### src/rtl/sha256_msg_schedule.sv
// sha256_msg_schedule: streams W0..W(NUM_ROUNDS-1) for one 512-bit block from a 16-word sliding window.
// Define SHA256_MSG_SCHED_BYTESWAP_EN to byte-reverse each input word on load (little-endian hosts).
module sha256_msg_schedule #(
  parameter int NUM_ROUNDS = 64
) (
  input  logic         CLK,
  input  logic         RST,
  input  logic         clear_i,
  input  logic         block_valid_i,
  output logic         block_ready_o,
  input  logic [511:0] block_i,
  output logic         w_valid_o,
  input  logic         w_ready_i,
  output logic [31:0]  w_data_o,
  output logic [5:0]   w_idx_o,
  output logic         w_last_o,
  output logic         busy_o
);
  typedef enum logic {IDLE, RUN} state_t;
  localparam logic [5:0] LAST = 6'(NUM_ROUNDS - 1);
  state_t      state;
  logic [5:0]  t;
  logic [31:0] win [16];
  logic [31:0] w_new;
  function automatic logic [31:0] ld(input logic [31:0] x);
`ifdef SHA256_MSG_SCHED_BYTESWAP_EN
    return {x[7:0], x[15:8], x[23:16], x[31:24]};
`else
    return x;
`endif
  endfunction
  function automatic logic [31:0] sig0(input logic [31:0] x);
    return {x[6:0], x[31:7]} ^ {x[17:0], x[31:18]} ^ {3'b0, x[31:3]};
  endfunction
  function automatic logic [31:0] sig1(input logic [31:0] x);
    return {x[16:0], x[31:17]} ^ {x[18:0], x[31:19]} ^ {10'b0, x[31:10]};
  endfunction
  assign w_new = sig1(win[14]) + win[9] + sig0(win[1]) + win[0];
  always_ff @(posedge CLK or negedge RST) begin
    if (!RST) begin
      state <= IDLE;
      t     <= '0;
      for (int k = 0; k < 16; k++) win[k] <= '0;
    end else if (clear_i) begin
      state <= IDLE;
      t     <= '0;
    end else if (state == IDLE) begin
      if (block_valid_i) begin
        state <= RUN;
        t     <= '0;
        for (int k = 0; k < 16; k++) win[k] <= ld(block_i[511-32*k -: 32]);
      end
    end else if (w_ready_i) begin
      for (int k = 0; k < 15; k++) win[k] <= win[k+1];
      win[15] <= w_new;
      t       <= (t == LAST) ? 6'd0 : t + 6'd1;
      state   <= (t == LAST) ? IDLE : RUN;
    end
  end
  assign block_ready_o = state == IDLE;
  assign w_valid_o     = state == RUN;
  assign busy_o        = state == RUN;
  assign w_data_o      = win[0];
  assign w_idx_o       = t;
  assign w_last_o      = state == RUN && t == LAST;
endmodule

### config.mk
export PLATFORM = sky130hd
export DESIGN_NAME = sha256_msg_schedule
export DESIGN_NICKNAME = d
export VERILOG_FILES = /design/src/rtl/sha256_msg_schedule.sv
export SDC_FILE = /design/constraint.sdc
export NUM_CORES = 1
export LEC_CHECK = 0
export CORE_ASPECT_RATIO = 1.4
export CORE_MARGIN = 1.5
export CORE_UTILIZATION = 45
export CTS_CLUSTER_DIAMETER = 40
export CTS_CLUSTER_SIZE = 16
export DETAILED_ROUTE_END_ITERATION = 16
export GPL_TIMING_DRIVEN = 0
export PLACE_DENSITY = 0.71
export SLEW_MARGIN = 15
export SYNTH_ARGS = -nofsm -noshare
export SYNTH_HDL_FRONTEND = slang
export SYNTH_SLANG_ARGS = --single-unit
### constraint.sdc
create_clock -name CLK -period 9.1 [get_ports CLK]
set_clock_uncertainty 0.2 [all_clocks]
set_input_delay 1.82 -clock CLK [delete_from_list [all_inputs] [get_ports CLK]]
set_output_delay 1.82 -clock CLK [all_outputs]
set_load 0.01 [all_outputs]
[Word level (Yosys, flattened, before mapping)]
Cells that the tools add are included.
Word-level totals
  register bits: 519
  output and inout port bits: 42
  word-level logic and storage cells: 49
Operators by class
  add/subtract/negate cells: 4
  equality and inequality tests: 3
  multiplexer cells: 13
  bitwise operators: 6
  reduce and logical (&&, ||, !) cells: 5
Operator list (number)
  2-to-1 mux 512 bit: 3
  adder 32 bit: 3
  XOR 32 bit: 2
  XOR 32 x 22 -> 32 bit: 1
  XOR 32 x 29 -> 32 bit: 1
  2-to-1 mux 6 bit: 5
  adder 6 x 1 -> 6 bit, second input constant: 1
  equality test 6 bit, second input constant: 1
  2-to-1 mux 1 bit: 5
  inequality test 3 bit, second input constant: 1
  AND reduction 3 bit: 1
  nonzero test 3 bit: 1
  inequality test 2 bit, second input constant: 1
  inverter 1 bit: 2
  AND reduction 2 bit: 1
  nonzero test 2 bit: 1
  logical AND 1 bit: 1

[Logic depth before layout (Yosys ltp)]
  depth after elaboration: 7
  depth in mapped cells: 17
  gate-level depth less buffers: 16

[Worst setup path before layout]
OpenSTA, ideal clock, no wires.
  path kind: register to register
  start: register win[50] (netlist bit)
  end: register win[25] (netlist bit)
  library setup time: 0.126 ns
  data arrival time: 4.029 ns
  required time: 8.774 ns
  path slack: 4.745 ns
  stages on the path, launching flop included: 18
  path through: dfrtp_1 > clkbuf_1 > xor2_1 > xnor2_1 > fa_1 > inv_1 > fa_1 > ha_1 > fa_1 > a21o_1 > a221oi_2 > or3_4 > nand4_1 > a21oi_1 > o21ai_1 > a311oi_2 > xor2_1 > o21ai_1
On the way
  word-level cells in the longest chain between the ends: 7
Ends and longest elaborated chain
  start: declaration: RTL line 23  | logic [31:0] win [16];
  XOR 32 bit: RTL line 36  | return {x[16:0], x[31:17]} ^ {x[18:0], x[31:19]} ^ {10'b0, x[31:10]};
  XOR 32 x 22 -> 32 bit (*): RTL line 36
  adder 32 bit (*) (3 in series): RTL line 38  | assign w_new = sig1(win[14]) + win[9] + sig0(win[1]) + win[0];
  2-to-1 mux 512 bit (*): RTL line 53  | end else if (w_ready_i) begin
  2-to-1 mux 512 bit (*): RTL line 47  | end else if (state == IDLE) begin
Mark *: on every way between the ends. The rest lies on a longest branch, timed or not. The select of a mux whose other input is x is not followed.
A chain may end at the register's enable or synchronous reset.

[Final worst setup path]
Ends and elaborated chain as after synthesis.

==> results.sh <==
export IMPL_status="finished clean"
export IMPL_grt_start_max_net_pins=101
export IMPL_rsz0062_at_grt="false"
export IMPL_synthMostInstantiatedCell="nand2_1"
export IMPL_synthTopCellsByArea="dfrtp_1, mux2i_1, o21ai_0"
export IMPL_htree_levels=3
export IMPL_crit_required_ps=9380
export IMPL_rr_endpoint="win[25]"
export IMPL_hp_class="reg2reg"
export IMPL_tns_ps=0
export IMPL_cp_depth=17
export IMPL_internal_power_mw=7.12
export IMPL_core_sq_um=62000
export IMPL_synth_ff_type="dfrtp_1"
export IMPL_synth_top_area_share_pct=46.0
export IMPL_via_count=23600
export IMPL_areaGrowthSynthToFinish_pct=32.1
export IMPL_syn_avg_cell_area_sq_um=9.82
export IMPL_powerDensity_nw_per_um2=345
export IMPL_fmax_mhz=191
export IMPL_critPathMaxFanout=5
export IMPL_setup_viol=0
export IMPL_cpPeakStageDelay_ps=480
export IMPL_cts_setup_buffers=0
export IMPL_cts_resized=0
export IMPL_p_clk_share_pct=21.2
export IMPL_final_nets=4118
export IMPL_min_delay_start="win[178]"
export IMPL_ys_warn_count=0
export IMPL_synth_edff_count=0
export IMPL_rrSetupSlack_ps=3870
export IMPL_p_sw_mw=5.74
export IMPL_synthCells=2876
export IMPL_io_pins=559
export IMPL_cp_arrival_ps=5510
export IMPL_drive_gt1_share_pct=6.21
export IMPL_cts_made_buffers=66
export IMPL_cts_tree="yes"
export IMPL_hold_viol_final=0
export IMPL_async_reset_ff_share_pct=100
export IMPL_drt_vias_per_instance=5.37
export IMPL_synth_distinct_cells=47
export IMPL_drt_total_wl_mm=107
export IMPL_portBuffers=558
export IMPL_grt_pass1_vias=24500
export IMPL_worst_pin_slew_ps=1130
export IMPL_cts_root_buf="clkbuf_16"
export IMPL_critPathBufInv=2
export IMPL_clk_pin_slew_ps=60
export IMPL_grt_pass1_wl_mm=157
export IMPL_dieArea_sq_um=64300
export IMPL_setup_worst_path_start_class="flop"
export IMPL_hpwl_mm=85.9
export IMPL_row_count=108
export IMPL_power_mw=12.9
export IMPL_maxCapViolCount=0
export IMPL_power_frac_comb_pct=54.0
export IMPL_synth_area_sq_um=28200
export IMPL_ant_nets=0
export IMPL_antenna_found_initial=18
export IMPL_firstDrtPassIters=6
export IMPL_end_kind="flop"
export IMPL_path_class="reg2reg"
export IMPL_min_to="win[178]"
export IMPL_clock_path_buffers=3
export IMPL_die_x_um=215
export IMPL_start_util_pct=45.5
export IMPL_power_leakage_nw=16.7
export IMPL_cpMostUsedCell="fa_1"
export IMPL_wl_per_cell_um=24.3
export IMPL_r2r_start="win[50]"
export IMPL_slew_viol_final=0
export IMPL_critPathTopFamily="adder cells"
export IMPL_ir_drop_v=0.000282
export IMPL_whs_path_depth=2
export IMPL_overflow=0
export IMPL_clk_latency_ps=620
export IMPL_timing_final_crit_share_pct=57.5
export IMPL_swShare_pct=44.7
export IMPL_hold_buffers=0
export IMPL_drc=0
export IMPL_synth_seq_cells=519
export IMPL_yosys_top_cells_count="nand2_1, dfrtp_1, o21ai_0"
export IMPL_relSlewSlack_pct=24.4
export IMPL_seq_area_frac_synth_pct=46.0
export IMPL_grt_usage_pct=33.3
export IMPL_die_h_um=299
export IMPL_drtIter0Drc=1725
export IMPL_yosysTopAreaCell="dfrtp_1"
export IMPL_syn_nets=3487
export IMPL_path_cells="clkbuf_1 -> xor2_1 -> xnor2_1 -> fa_1 -> inv_1 -> fa_1 -> ha_1 -> fa_1 -> a21o_1 -> a221oi_2 -> or3_4 -> nand4_1 -> a21oi_1 -> o21ai_1 -> a311oi_2 -> xor2_1 -> o21ai_1"
export IMPL_cpMaxStageDelayCell="fa_1"
export IMPL_period_needed_ps=5230
export IMPL_clock_sinks=519
export IMPL_reg2reg_depth=17
export IMPL_gp_congestion=0.959
export IMPL_seq_power_share_pct=24.8
==> kinds of logic after synthesis <==
kind of cell    share of synthesized area, %
buf+inv                                 5.79
compound gates                          11.7
simple gates                            8.50
fa+ha+maj                               5.81
mux                                     17.6
xor+xnor                                4.53
flops                                   46.0
==> metrics by stage <==
stage          cells  hold slack [ps]  instance area, sq um  util, %  setup WS (ps)
6_report        4395              280                 37300     60.2           3870
5_1_grt         4394              295                 37300     60.2           3720
4_1_cts         4384              282                 37300     60.1           3930
3_5_place_dp    4264              270                 35000     56.4           3330
3_3_place_gp    4259              260                 34900     56.2         -17760
2_1_floorplan   2876              249                 28200        -           4740
==> worst reg2reg max path, cell delays in order (launching register included) <==
cell and delay, ps:
dfrtp_1 320, clkbuf_1 420, xor2_1 160, xnor2_1 300, fa_1 470, inv_1 90, fa_1 430, ha_1 240
fa_1 480, a21o_1 220, a221oi_2 410, or3_4 250, nand4_1 150, a21oi_1 230, o21ai_1 130, a311oi_2 300
xor2_1 220, o21ai_1 90
==> area by class of cell <==
type,instances,area [sq um]
Tap cell,825,1030
Multi-Input combinational cell,1972,13600
Clock buffer,75,1760
Buffer,261,1170
Sequential cell,519,13000
Fill cell,5369,24700
Clock inverter,45,528
Antenna cell,11,27.5
Inverter,124,465
Timing Repair Buffer,563,5730
==> sequential cells by signal, indices dropped and copies added, names as in the netlist <==
register,flops
w_data_o,32
w_idx_o,6
busy_o,1
win,480
==> worst max-delay path by stage <==
stage,from,end,slack (ps)
2_1_floorplan,win[50],win[25],4740
3_3_place_gp,RST,win[411],-17760
3_5_place_dp,w_ready_i,win[31],3330
4_1_cts,win[43],win[25],3930
5_1_grt,win[46],win[28],3720
6_report,win[50],win[25],3870
==> cell usage in the layout (no fill, tap or decap), types with 3 or more instances in the layout <==
cell type	synthesis	layout
or3_1	5	5
buf_16	0	5
bufinv_16	0	5
mux2i_1	498	498
clkbuf_8	0	5
clkbuf_16	0	67
xor2_1	52	52
inv_8	0	3
xnor2_1	94	94
dfrtp_1	519	519
o21ai_1	4	4
clkinv_8	0	5
and3_1	12	12
a21oi_1	54	54
buf_2	54	54
ha_1	32	32
nor2_1	29	29
buf_1	6	6
o21ai_0	514	514
clkbuf_1	168	171
inv_6	0	9
clkinv_4	0	9
a21o_1	22	22
nor2b_1	5	5
inv_1	124	124
nand4_1	3	3
a31oi_1	3	3
o211ai_1	3	3
clkinvlp_4	0	8
buf_4	33	33
nand2b_1	3	3
clkinv_2	0	5
a211o_1	5	5
nand3_1	16	16
clkdlybuf4s50_1	0	557
o21bai_1	3	3
fa_1	62	62
diode_2	0	11
nand2_1	528	528
==> metal layers <==
layer | global-route usage (%) | routed length (um) | vias to the layer above
li1 | - | - | 10900
met4 | 20.5 | 7180 | 12
met1 | 39.6 | 41300 | 11500
met5 | 0 | 69 | -
met3 | 6.03 | 6550 | 237
met2 | 56.2 | 51800 | 933
==> power by group through the flow <==
stage	combinational, mW	clock [mW]	sequential, mW
floorplan	4.61	0	3.05
global placement	6.75	0	3.21
detailed placement	6.79	0	3.22
CTS	6.85	2.76	3.18
global route	7.58	2.86	3.23
finish	6.94	2.73	3.19
Power figures use the tool's default switching activity.
